===== src/rtl/bp_me_lce_req_arb_pkg.sv =====
// Shared helpers for the LCE request arbiter.
// No ports. It provides the width helpers that size the grant ID and the
// credit counters, and it holds the default parameter values.
package bp_me_lce_req_arb_pkg;

   localparam int unsigned default_num_lce_lp   = 4;
   localparam int unsigned default_req_width_lp = 64;
   localparam int unsigned default_credits_lp   = 2;

   // Width of an index into n items. It is never smaller than 1, so a
   // single-LCE build still has a legal ID port.
   function automatic int unsigned id_width(input int unsigned n);
      return (n > 1) ? $clog2(n) : 1;
   endfunction

   // Width that can hold every value from 0 to max_count inclusive.
   function automatic int unsigned cnt_width(input int unsigned max_count);
      return (max_count > 0) ? $clog2(max_count + 1) : 1;
   endfunction

endpackage


===== src/rtl/bp_me_lce_credit_ctr.sv =====
// Per-LCE credit counter. It resets to credits_p, counts down on each grant
// and counts up on each return.
// Ports:
//   clk, reset : clock and synchronous active-high reset
//   grant      : a request from this LCE was accepted this cycle
//   ret        : the CCE returned one credit this cycle
//   count      : current credit count
//   nonzero    : the LCE may be granted
module bp_me_lce_credit_ctr
   import bp_me_lce_req_arb_pkg::*;
#(
   parameter  int unsigned credits_p       = default_credits_lp,
   localparam int unsigned credit_width_lp = cnt_width(credits_p)
) (
   input  logic                       clk,
   input  logic                       reset,
   input  logic                       grant,
   input  logic                       ret,
   output logic [credit_width_lp-1:0] count,
   output logic                       nonzero
);

   localparam logic [credit_width_lp-1:0] max_lp = credit_width_lp'(credits_p);

   always_ff @(posedge clk) begin
      if (reset) begin
         count <= max_lp;
      end else begin
         unique case ({ret, grant})
            2'b10:   if (count != max_lp) count <= count + credit_width_lp'(1);
            2'b01:   count <= count - credit_width_lp'(1);
            default: count <= count;
         endcase
      end
   end

   assign nonzero = (count != '0);

   // A return while the counter is already full is a CCE protocol error.
   // The counter saturates in that case.
   assert property (@(posedge clk) disable iff (reset)
      !(ret && !grant && count == max_lp));

   // The arbiter gates on nonzero, so this can only trip on a design bug.
   assert property (@(posedge clk) disable iff (reset)
      !(grant && count == '0));

endmodule


===== src/rtl/bp_me_lce_req_arb.sv =====
// Round-robin, credit-limited arbiter that shares one CCE LCE-request port
// among num_lce_p LCE request sources. The winning request is registered
// into a one-entry output buffer.
// Ports:
//   clk_i, reset_i  : clock and synchronous active-high reset
//   req_i, req_v_i  : per-LCE request payload and valid
//   req_yumi_o      : one-hot dequeue back to the winning LCE
//   req_o, req_lce_id_o, req_v_o : buffered request to the CCE and its owner
//   req_yumi_i      : the CCE consumes req_o
//   credit_return_i : per-LCE credit return pulses
//   credits_o       : current credit counts, for debug and trace
module bp_me_lce_req_arb
   import bp_me_lce_req_arb_pkg::*;
#(
   parameter  int unsigned num_lce_p       = default_num_lce_lp,
   parameter  int unsigned req_width_p     = default_req_width_lp,
   parameter  int unsigned credits_p       = default_credits_lp,
   localparam int unsigned lce_id_width_lp = id_width(num_lce_p),
   localparam int unsigned credit_width_lp = cnt_width(credits_p)
) (
   input  logic                                       clk_i,
   input  logic                                       reset_i,
   input  logic [num_lce_p-1:0][req_width_p-1:0]      req_i,
   input  logic [num_lce_p-1:0]                       req_v_i,
   output logic [num_lce_p-1:0]                       req_yumi_o,
   output logic [req_width_p-1:0]                     req_o,
   output logic [lce_id_width_lp-1:0]                 req_lce_id_o,
   output logic                                       req_v_o,
   input  logic                                       req_yumi_i,
   input  logic [num_lce_p-1:0]                       credit_return_i,
   output logic [num_lce_p-1:0][credit_width_lp-1:0]  credits_o
);

   logic [num_lce_p-1:0]       has_credit;
   logic [num_lce_p-1:0]       elig;
   logic [lce_id_width_lp-1:0] ptr;
   logic [lce_id_width_lp-1:0] grant_id;
   logic                       grant_found;
   logic                       can_accept;
   logic                       grant_v;

   // Rotate-and-priority-encode. The result is {found, index}; the search
   // starts at ptr and wraps.
   function automatic logic [lce_id_width_lp:0] rr_pick(
      input logic [num_lce_p-1:0]       e,
      input logic [lce_id_width_lp-1:0] p
   );
      logic [lce_id_width_lp:0] res;
      int                       idx;
      res = '0;
      for (int k = 0; k < int'(num_lce_p); k++) begin
         idx = (int'(p) + k) % int'(num_lce_p);
         if (!res[lce_id_width_lp] && e[idx]) begin
            res = {1'b1, lce_id_width_lp'(idx)};
         end
      end
      return res;
   endfunction

   assign elig                      = req_v_i & has_credit;
   assign can_accept                = ~req_v_o | req_yumi_i;
   assign {grant_found, grant_id}   = rr_pick(elig, ptr);
   assign grant_v                   = ~reset_i & can_accept & grant_found;

   always_comb begin
      req_yumi_o = '0;
      if (grant_v) req_yumi_o[grant_id] = 1'b1;
   end

   always_ff @(posedge clk_i) begin
      if (reset_i) begin
         req_v_o      <= 1'b0;
         req_o        <= '0;
         req_lce_id_o <= '0;
         ptr          <= '0;
      end else if (grant_v) begin
         req_v_o      <= 1'b1;
         req_o        <= req_i[grant_id];
         req_lce_id_o <= grant_id;
         ptr          <= (int'(grant_id) == int'(num_lce_p) - 1)
                         ? '0 : grant_id + lce_id_width_lp'(1);
      end else if (req_yumi_i) begin
         req_v_o      <= 1'b0;
      end
   end

   for (genvar i = 0; i < int'(num_lce_p); i++) begin : g_credit
      bp_me_lce_credit_ctr #(.credits_p(credits_p)) u_ctr (
         .clk     (clk_i),
         .reset   (reset_i),
         .grant   (req_yumi_o[i]),
         .ret     (credit_return_i[i]),
         .count   (credits_o[i]),
         .nonzero (has_credit[i])
      );
   end

   assert property (@(posedge clk_i) disable iff (reset_i)
      !(req_yumi_i && !req_v_o));

   assert property (@(posedge clk_i) disable iff (reset_i)
      $onehot0(req_yumi_o));

endmodule


===== config.mk =====
export PLATFORM = sky130hd
export DESIGN_NAME = bp_me_lce_req_arb
export DESIGN_NICKNAME = d
export VERILOG_FILES = /design/src/rtl/bp_me_lce_req_arb_pkg.sv /design/src/rtl/bp_me_lce_credit_ctr.sv /design/src/rtl/bp_me_lce_req_arb.sv
export SDC_FILE = /design/constraint.sdc
export NUM_CORES = 1
export LEC_CHECK = 0
export ABC_AREA = 1
export CORE_AREA = 3 3 132 134
export DETAILED_ROUTE_END_ITERATION = 7
export DIE_AREA = 0 0 135 137
export GPL_TIMING_DRIVEN = 0
export PLACE_DENSITY = 0.79
export SYNTH_ARGS = -nofsm -noshare
export SYNTH_HDL_FRONTEND = slang
export SYNTH_SLANG_ARGS = --single-unit

===== constraint.sdc =====
create_clock -name clk_i -period 3.3 [get_ports clk_i]
set_clock_uncertainty 0.05 [all_clocks]
set_input_delay 0.99 -clock clk_i [delete_from_list [all_inputs] [get_ports clk_i]]
set_output_delay 0.99 -clock clk_i [all_outputs]
set_load 0.005 [all_outputs]

==> results.txt, run 1 <==
----------------------------------------------------
[Run status]
  Result of the run ... complete, but fails checks
  Failing checks ... negative setup slack

[Routing]
  Met1 layer wirelength in the final routing ... between 9000 and 10,000 microns
  Wire per inst ... 17.67 microns
  Detailed-route DRC error count ... 0
  Met2 WL post-DR ... between 10,000 and 15,000 microns
  Top layer used by detailed routing ... met4
  Number of optimization iterations in the first detailed-route pass ... 6
  Routed via count ... approximately 7,500
  DR WL met3 ... ~2300 microns
  Number of nets still failing antenna checks after routing ... 0
  Average via count per standard cell ... between 5 and 6
  Number of DRC markers after the initial detailed-route iteration ... around 440
  Post-detailed-routing wire length ... approximately 27,000 microns

[Floorplan]
  Vertical extent of the die ... between 100 and 150 microns
  # IOs ... roughly 350
  Full die area ... about 18,000 sq um
  Die width ... 135 microns
  Initial Utilization ... 0.3377
  Core footprint ... approximately 16,000 sq um
  Rows ... 47

[STA]
  Hold Slack ... around 0.42 ns
  Tcrit/Tclk final ... 1.040
  Shortest period the worst path allows ... between 3 and 4 ns
  Final Max Slew Viols ... 0
  Slew at the pin closest to its max-slew limit ... just over 0.8 ns
  Max Clock Freq ... roughly 290 MHz
  Setup ws final ... -0.1328 ns
  Worst slew margin relative to its limit ... 0.4609
  Hold Vio Cnt, Final ... 0
  Unrepaired setup endpoints after global routing ... yes
  Final setup violation count ... 3

[CTS]
  Root buffer cell ... sky130_fd_sc_hd__clkbuf_16
  Hold buffers post-CTS ... 0
  Clk pin slew, worst setup/hold paths ... around 0.060 ns
  Clock network latency to the later pin of the worst-skew pair ... around 0.34 ns
  Number of buffers created by CTS ... 9
  TritonCTS clock tree ... done
  Number of H-tree branching levels ... 3
  Clock sink count ... 77
  Maximum clock insertion buffer count ... 2

[Worst setup path]
  Critical-path cell list ... buf_8, nand3_4, nand2_4, nand2_4, nand2_4, nand3_1, nand3_2, nor2_4, buf_6, ha_4, inv_4, nor2_4, buf_6
  Maximum fanout encountered on the critical timing path ... 2
  Critical Path RT ... between 2 and 2.5 ns
  Type of destination of the critical path ... output pin
  CP max stage delay ... approximately 0.17 ns
  Cell seen most often among critical-path stages ... sky130_fd_sc_hd__nand2_4
  Number of buffers and inverters on the critical path ... 4
  Startpoint type of the worst setup path ... primary input
  Worst path top cell family by delay ... simple AND/OR/NAND/NOR gates
  Kind of critical path ... in2out
  Worst path arrival time ... 2.39 ns
  Cell at the slowest stage of the critical path ... sky130_fd_sc_hd__nor2_4

[Synth]
  Top cells by area, synth ... sky130_fd_sc_hd__dfxtp_1, sky130_fd_sc_hd__nand2_1, sky130_fd_sc_hd__o21ai_1, sky130_fd_sc_hd__nand3_1, sky130_fd_sc_hd__a21oi_2
  Largest area contributor in the synthesized netlist ... sky130_fd_sc_hd__dfxtp_1
  Nets in the synthesized netlist ... around 1,200
  Number of instances in the synthesized netlist ... ~890
  Post-Synthesis Mean Instance Area ... roughly 6.3 sq um
  Yosys warning count ... 0
  Synth top area share ... 0.2782
  Total standard cell area after synthesis ... ~5500 sq um
  Sequential cell area fraction in the yosys report ... 0.2782
  Count of state elements after synthesis ... 77
  Distinct cell type count of the synthesized netlist ... 32

[Placed design]
  Final RePlAce weighted congestion ... a little over 0.9
  Number of instances in the placed design ... about 1,500
  Final HPWL from detailed placement ... slightly below 20,000 microns
  Buffers on Ports ... between 300 and 400
  Instance area at placement ... just over 9000 sq um

[Global route]
  Maximum number of pins on one net before global-route repair ... 19
  First-pass GRT wire length ... 38,620 microns
  Total overflow reported by the global router ... 0
  Antenna violations before repair ... 0
  Via count of the first global-routing pass ... between 7,000 and 8,000
  Overall global routing resource usage ... 0.2677

[Power and ir drop]
  Areal power density over the cells ... ~1300 nW/um^2
  Maximum VDD drop ... about 720 uV
  Static leakage power ... approximately 4.6 nW

[Hold path]
  Class of the worst hold path ... reg2reg

[Layout]
  Final layout net count ... 1,545
  Most common cell after layout, fill and taps aside ... sky130_fd_sc_hd__clkdlybuf4s50_1
  Post-route standard cell area excluding fillers ... between 10,000 and 15,000 sq um
  Antenna diode instance count ... 0
  Leading cell types in the layout, fill and taps excluded ... sky130_fd_sc_hd__clkdlybuf4s50_1, sky130_fd_sc_hd__nand2_1, sky130_fd_sc_hd__o21ai_1
  Fraction of layout instances using a drive strength above 1 ... 0.1747
  Layout Area Growth over Synthesis ... 85.07%
  Final Non-Filler Cells ... ~1,500

[Job]
  Count of maximum capacitance violations ... 0

----------------------------------------------------
[layout make-up]
class                           count  area, sq um
Tap cell                          220        275.3
Fill cell                        1442         6153
Multi-Input combinational cell    639         3480
Timing Repair Buffer              387         3822
Inverter                           99        399.1
Buffer                             64        461.7
Clock inverter                      1        5.005
Clock buffer                       15        267.8
Sequential cell                    77         1543
[logic make-up (layout without fill, tap and decap cells)]
group                    count (synthesis)  count (layout)  share of synthesized area
AO/OA/AOI/OAI                          236             236                     0.2446
adder cells (fa/ha/maj)                  1               1                   0.002258
buffers and inverters                  169             566                     0.1549
flip-flops                              77              77                     0.2782
AND/OR/NAND/NOR                        402             402                     0.3200
[layer usage]
| metal | track usage | up-vias |
|---|---|---|
| met1 | 0.2980 | 3399 |
| met3 | 0.05809 | 67 |
| met2 | 0.4947 | 374 |
| li1 | - | 3676 |
| met4 | 0.1075 | 0 |
| met5 | 0 | - |
[worst register-to-register path: stages (launching register included)]
cell                       delay (ns)
sky130_fd_sc_hd__dfxtp_1         0.36
sky130_fd_sc_hd__buf_12          0.14
sky130_fd_sc_hd__clkinv_8        0.08
sky130_fd_sc_hd__nand2_2         0.09
sky130_fd_sc_hd__nand2_4         0.09
sky130_fd_sc_hd__buf_4           0.15
sky130_fd_sc_hd__buf_4           0.14
sky130_fd_sc_hd__nand3_1         0.14
sky130_fd_sc_hd__nand3_2         0.15
sky130_fd_sc_hd__nor2_4          0.17
sky130_fd_sc_hd__buf_6           0.13
sky130_fd_sc_hd__ha_4            0.14
sky130_fd_sc_hd__inv_4           0.04
sky130_fd_sc_hd__nor2_4          0.10
sky130_fd_sc_hd__buf_4           0.12
sky130_fd_sc_hd__buf_4           0.10
sky130_fd_sc_hd__nand3_1         0.10
sky130_fd_sc_hd__o211ai_1        0.13
sky130_fd_sc_hd__nand3_1         0.10
sky130_fd_sc_hd__inv_1           0.07
[flip-flops by register name, summed over array words and instances (netlist names)]
signal	count
req_o	64
g_credit.u_ctr.count	8
ptr	2
req_lce_id_o	2
req_v_o	1
[worst paths after layout]
check                               from                                 endpoint  slack [ns]  depth (start not counted)
setup reg to reg     ptr[0]$_SDFFE_PP0N_  g_credit[1].u_ctr.count[0]$_SDFFE_PP0P_        0.67                         19
setup / recovery              req_v_i[3]                            req_yumi_o[1]       -0.13                         13
hold reg to reg   req_o[50]$_SDFFE_PP0N_                   req_o[50]$_SDFFE_PP0N_        0.42                          2
hold / removal    req_o[50]$_SDFFE_PP0N_                   req_o[50]$_SDFFE_PP0N_        0.42                          2
[cell usage after synthesis]
| cell | n |
|---|---|
| sky130_fd_sc_hd__nand2_1 | 197 |
| sky130_fd_sc_hd__o21ai_1 | 143 |
| sky130_fd_sc_hd__nand3_1 | 120 |
| sky130_fd_sc_hd__inv_1 | 91 |
| sky130_fd_sc_hd__dfxtp_1 | 77 |
| sky130_fd_sc_hd__nor2_1 | 62 |
| sky130_fd_sc_hd__a21oi_2 | 40 |
| sky130_fd_sc_hd__buf_2 | 27 |
| sky130_fd_sc_hd__o21ai_0 | 27 |
| sky130_fd_sc_hd__a21oi_1 | 20 |
| sky130_fd_sc_hd__buf_6 | 16 |
| sky130_fd_sc_hd__buf_4 | 12 |
| sky130_fd_sc_hd__clkbuf_1 | 12 |
| sky130_fd_sc_hd__inv_2 | 6 |
| sky130_fd_sc_hd__nand2_2 | 6 |
| sky130_fd_sc_hd__o211ai_1 | 5 |
| sky130_fd_sc_hd__nand2_4 | 3 |
| sky130_fd_sc_hd__nand3_2 | 3 |
| sky130_fd_sc_hd__nand4_1 | 3 |
| sky130_fd_sc_hd__nand4_2 | 2 |
| sky130_fd_sc_hd__nor2_2 | 2 |
| sky130_fd_sc_hd__a21oi_4 | 1 |
| sky130_fd_sc_hd__buf_12 | 1 |
| sky130_fd_sc_hd__clkbuf_2 | 1 |
| sky130_fd_sc_hd__clkbuf_4 | 1 |
| sky130_fd_sc_hd__clkinv_2 | 1 |
| sky130_fd_sc_hd__ha_1 | 1 |
| sky130_fd_sc_hd__inv_4 | 1 |
| sky130_fd_sc_hd__nand3_4 | 1 |
| sky130_fd_sc_hd__nand3b_1 | 1 |
| sky130_fd_sc_hd__nor2_4 | 1 |
| sky130_fd_sc_hd__or2_1 | 1 |
[what timing repair did]
action,in CTS,in global routing
setup buffers,30,14
resized for setup,101,32
pin swaps,36,27
setup endpoints to repair,4,4
hold endpoints to repair,0,0
[report_power, final]
group	switching (mW)	internal, mW	total (mW)
registers	0.226	1.35	1.58
clock network	0.402	0.552	0.954
logic	5.96	4.37	10.3
total	6.59	6.27	12.9
[stage by stage]
step                  util  setup TNS, ns  power, mW  setup WS (ns)
detailed placement  0.5690         -4.769      10.75         -1.360
finish              0.6250        -0.1848      12.86        -0.1328
CTS                 0.6119              0      12.46       0.003308
global placement    0.5690         -4.683      10.61         -1.343
global route        0.6250        -0.3037      13.94        -0.1849
floorplan                -              0      7.680      0.0003177
Note: power is estimated with default switching activity, not from simulation.
==> inputs of run 2 (changes only) <==
PLACE_DENSITY = 0.77   (was 0.79)
==> run 2 against run 1 <==
  * The run still ends with negative setup slack left
  * Worst hold slack gained 0.0026 ns
  * Sequential power is essentially flat
  * Count of clock-buffer cells in the layout shrank 2
==> results.txt, run 2 (synthesized netlist as in run 1, its figures left out) <==
----------------------------------------------------
[Run status]
  Result of the run ... complete, but fails checks
  Failing checks ... negative setup slack

[CTS]
  Maximum clock insertion buffer count ... 2 (unchanged)
  Clock network latency to the later pin of the worst-skew pair ... 0.34 ns (about the same)
  Clk pin slew, worst setup/hold paths ... 0.06 ns (about the same)
  Root buffer cell ... sky130_fd_sc_hd__clkbuf_16
  Number of buffers created by CTS ... 9 (unchanged)
  Clock sink count ... 77 (unchanged)
  Number of H-tree branching levels ... 3 (unchanged)
  TritonCTS clock tree ... done
  Hold buffers post-CTS ... 0 (unchanged)

[Worst setup path]
  Worst path arrival time ... 2.40 ns (about the same)
  Worst Reg-to-Reg Cells ... 18 (-1)
  Startpoint type of the worst setup path ... primary input
  Capturing point of the worst reg2reg path ... g_credit[3].u_ctr.count[1]$_SDFFE_PP1P_
  Origin of the critical flop-to-flop path ... ptr[0]$_SDFFE_PP0N_
  Kind of critical path ... in2out
  Type of destination of the critical path ... output pin
  Reg2reg setup slack ... 0.72 ns (+0.05 ns)
  Critical Path RT ... 2.26 ns (about the same)
  Maximum fanout encountered on the critical timing path ... 4 (+2)

[Hold path]
  Class of the worst hold path ... reg2reg
  Endpoint with the worst hold slack ... req_o[5]$_SDFFE_PP0N_
  Worst Hold Depth ... 2 (unchanged)
  Source of the worst hold timing path ... req_o[5]$_SDFFE_PP0N_

[STA]
  Shortest period the worst path allows ... 3.445 ns (+0.01193 ns)
  Max Clock Freq ... 290.3 MHz (-0.35%)
  Unrepaired setup endpoints after global routing ... yes
  Tcrit/Tclk final ... 1.044 (+0.003615)
  Worst slew margin relative to its limit ... 0.4526 (-0.008306)
  Slew at the pin closest to its max-slew limit ... 0.8211 ns (+0.01246 ns)
  Hold Vio Cnt, Final ... 0 (unchanged)
  Final setup violation count ... 4 (+1)
  Setup ws final ... -0.1447 ns (-0.01193 ns)
  Final Max Slew Viols ... 0 (unchanged)

[Global route]
  Total overflow reported by the global router ... 0 (unchanged)
  Overall global routing resource usage ... 0.2668 (-0.0008718)
  First-pass GRT wire length ... 38,460 microns (-0.41%)
  Antenna violations before repair ... 0 (unchanged)
  Maximum number of pins on one net before global-route repair ... 19 (unchanged)
  Via count of the first global-routing pass ... 7,187 (-1.7%)

[Power and ir drop]
  Maximum VDD drop ... 670.1 uV (-6.6%)
  Part of the total power dissipated in sequential elements ... 0.121 (-0.002)
  Power spent charging and discharging nets ... 6.556 mW (-0.53%)
  Combinational group share of total power ... 0.794 (-0.009)
  Static leakage power ... 4.581 nW (+0.50%)
  Total design power ... 13.08 mW (+1.7%)
  Cell-internal power ... 6.528 mW (+4.1%)
  Areal power density over the cells ... 1272 nW/um^2 (+1.4%)
  Switch share ... 0.5010 (-0.01144)
  Clock power share ... 0.085 (+0.011)

[Routing]
  Post-detailed-routing wire length ... 26,500 microns (-0.18%)
  Average via count per standard cell ... 4.976 (-0.56%)
  Number of DRC markers after the initial detailed-route iteration ... 466 (+6.6%)
  Wire per inst ... 17.63 microns (-0.24%)
  Number of optimization iterations in the first detailed-route pass ... 5 (-1)
  Routed via count ... 7,479 (-0.49%)
  Number of nets still failing antenna checks after routing ... 0 (unchanged)
  Detailed-route DRC error count ... 0 (unchanged)

[Layout]
  Layout Area Growth over Synthesis ... 85.73%
  Leading registers by flop count ... req_o (64), g_credit.u_ctr.count (8)
  Antenna diode instance count ... 0 (unchanged)
  Leading cell types in the layout, fill and taps excluded ... sky130_fd_sc_hd__clkdlybuf4s50_1, sky130_fd_sc_hd__nand2_1, sky130_fd_sc_hd__o21ai_1
  Largest register FFs ... 64 (unchanged)
  Final layout net count ... 1,546 (+0.065%)
  Fraction of layout instances using a drive strength above 1 ... 0.1746 (about the same)
  Finished Core Util ... 0.6272 (+0.002212)
  Biggest register ... req_o
  Post-route standard cell area excluding fillers ... 10,290 sq um (+0.35%)
  Most common cell after layout, fill and taps aside ... sky130_fd_sc_hd__clkdlybuf4s50_1

[Floorplan]
  Full die area ... 18,500 sq um (unchanged)
  # IOs ... 346 (unchanged)
  Rows ... 47 (unchanged)
  Die width ... 135 microns (unchanged)
  Initial Utilization ... 0.3377 (unchanged)
  Core footprint ... 16,410 sq um (unchanged)
  Vertical extent of the die ... 137 microns (unchanged)

[Placed design]
  Final HPWL from detailed placement ... 19,550 microns (about the same)
  Buffers on Ports ... 345 (unchanged)
  Instance area at placement ... 9335 sq um (unchanged)
  Final RePlAce weighted congestion ... 0.8753 (-4.6%)

[Job]
  Count of maximum capacitance violations ... 0 (unchanged)

----------------------------------------------------
-- run 2: cell count changes in the layout (fill, tap and decap cells not counted), sizes merged --
cell,change
clkinvlp,+1
inv,+1
clkbuf,-2
buf,+1
bufinv,+2
clkinv,-2
-- run 2: how the worst max path moves through the flow --
stage	startpoint	to	slack, ns	depth (start not counted)
6_report	req_v_i[1]	req_yumi_o[1]	-0.14	13
5_1_grt	g_credit[1].u_ctr.count[1]$_SDFFE_PP1P_	req_yumi_o[1]	-0.24	14
4_1_cts	ptr[0]$_SDFFE_PP0N_	req_yumi_o[1]	-0.03	16
3_5_place_dp	req_v_i[0]	req_yumi_o[1]	-1.34	16
3_3_place_gp	req_v_i[0]	req_yumi_o[1]	-1.31	16
2_1_floorplan	req_v_i[2]	req_yumi_o[1]	0.0003	14
-- run 2: area by class of cell --
type                            count  area (sq um)
Fill cell                        1432          6117
Timing Repair Buffer              386          3842
Multi-Input combinational cell    639          3415
Sequential cell                    77          1544
Buffer                             66         489.2
Inverter                           99         396.6
Tap cell                          220         275.3
Clock buffer                       13         260.3
Clock inverter                      3         67.56
-- run 2: repair_timing --
item                                    CTS  global route
gates cloned                              0             0
endpoints found under the setup margin    4             4
pin swaps                                28            18
buffers inserted                         27            16
resized for setup                        93            26
-- run 2: metal layers --
metal / track usage / vias up / share of wire
met3: 0.05551 / 56 / 0.076
met4: 0.09071 / 0 / 0.029
met5: 0 / - / 0
li1: - / 3672 / -
met1: 0.3078 / 3399 / 0.39
met2: 0.4897 / 352 / 0.51
-- run 2: critical path, stage by stage --
cell and delay, ns:
sky130_fd_sc_hd__buf_6 0.10, sky130_fd_sc_hd__nand3_4 0.09, sky130_fd_sc_hd__nand3_2 0.11, sky130_fd_sc_hd__nand2_4 0.09, sky130_fd_sc_hd__buf_6 0.13, sky130_fd_sc_hd__nand4_1 0.10, sky130_fd_sc_hd__nand3_2 0.11, sky130_fd_sc_hd__nor2_2 0.18
sky130_fd_sc_hd__buf_6 0.14, sky130_fd_sc_hd__ha_4 0.13, sky130_fd_sc_hd__inv_4 0.04, sky130_fd_sc_hd__nor2_4 0.10, sky130_fd_sc_hd__buf_6 0.11
-- run 2: power by group through the flow --
| stage | Combinational [mW] | Sequential [mW] | Clock [mW] |
|---|---|---|---|
| floorplan | 6.08 | 1.60 | 0 |
| global placement | 9.08 | 1.57 | 0 |
| detailed placement | 9.17 | 1.58 | 0 |
| CTS | 9.99 | 1.57 | 1.12 |
| global route | 11.4 | 1.62 | 1.15 |
| finish | 10.4 | 1.58 | 1.11 |
-- run 2: through the flow --
step	hold slack (ns)	setup WS [ns]	std cells	setup TNS [ns]
3_5_place_dp	0.4107	-1.338	1450	-4.793
3_3_place_gp	0.4064	-1.315	1450	-4.604
5_1_grt	0.4333	-0.2388	1503	-0.5268
2_1_floorplan	0.4140	0.0003177	885	0
6_report	0.4190	-0.1447	1503	-0.2628
4_1_cts	0.4211	-0.03498	1489	-0.05008
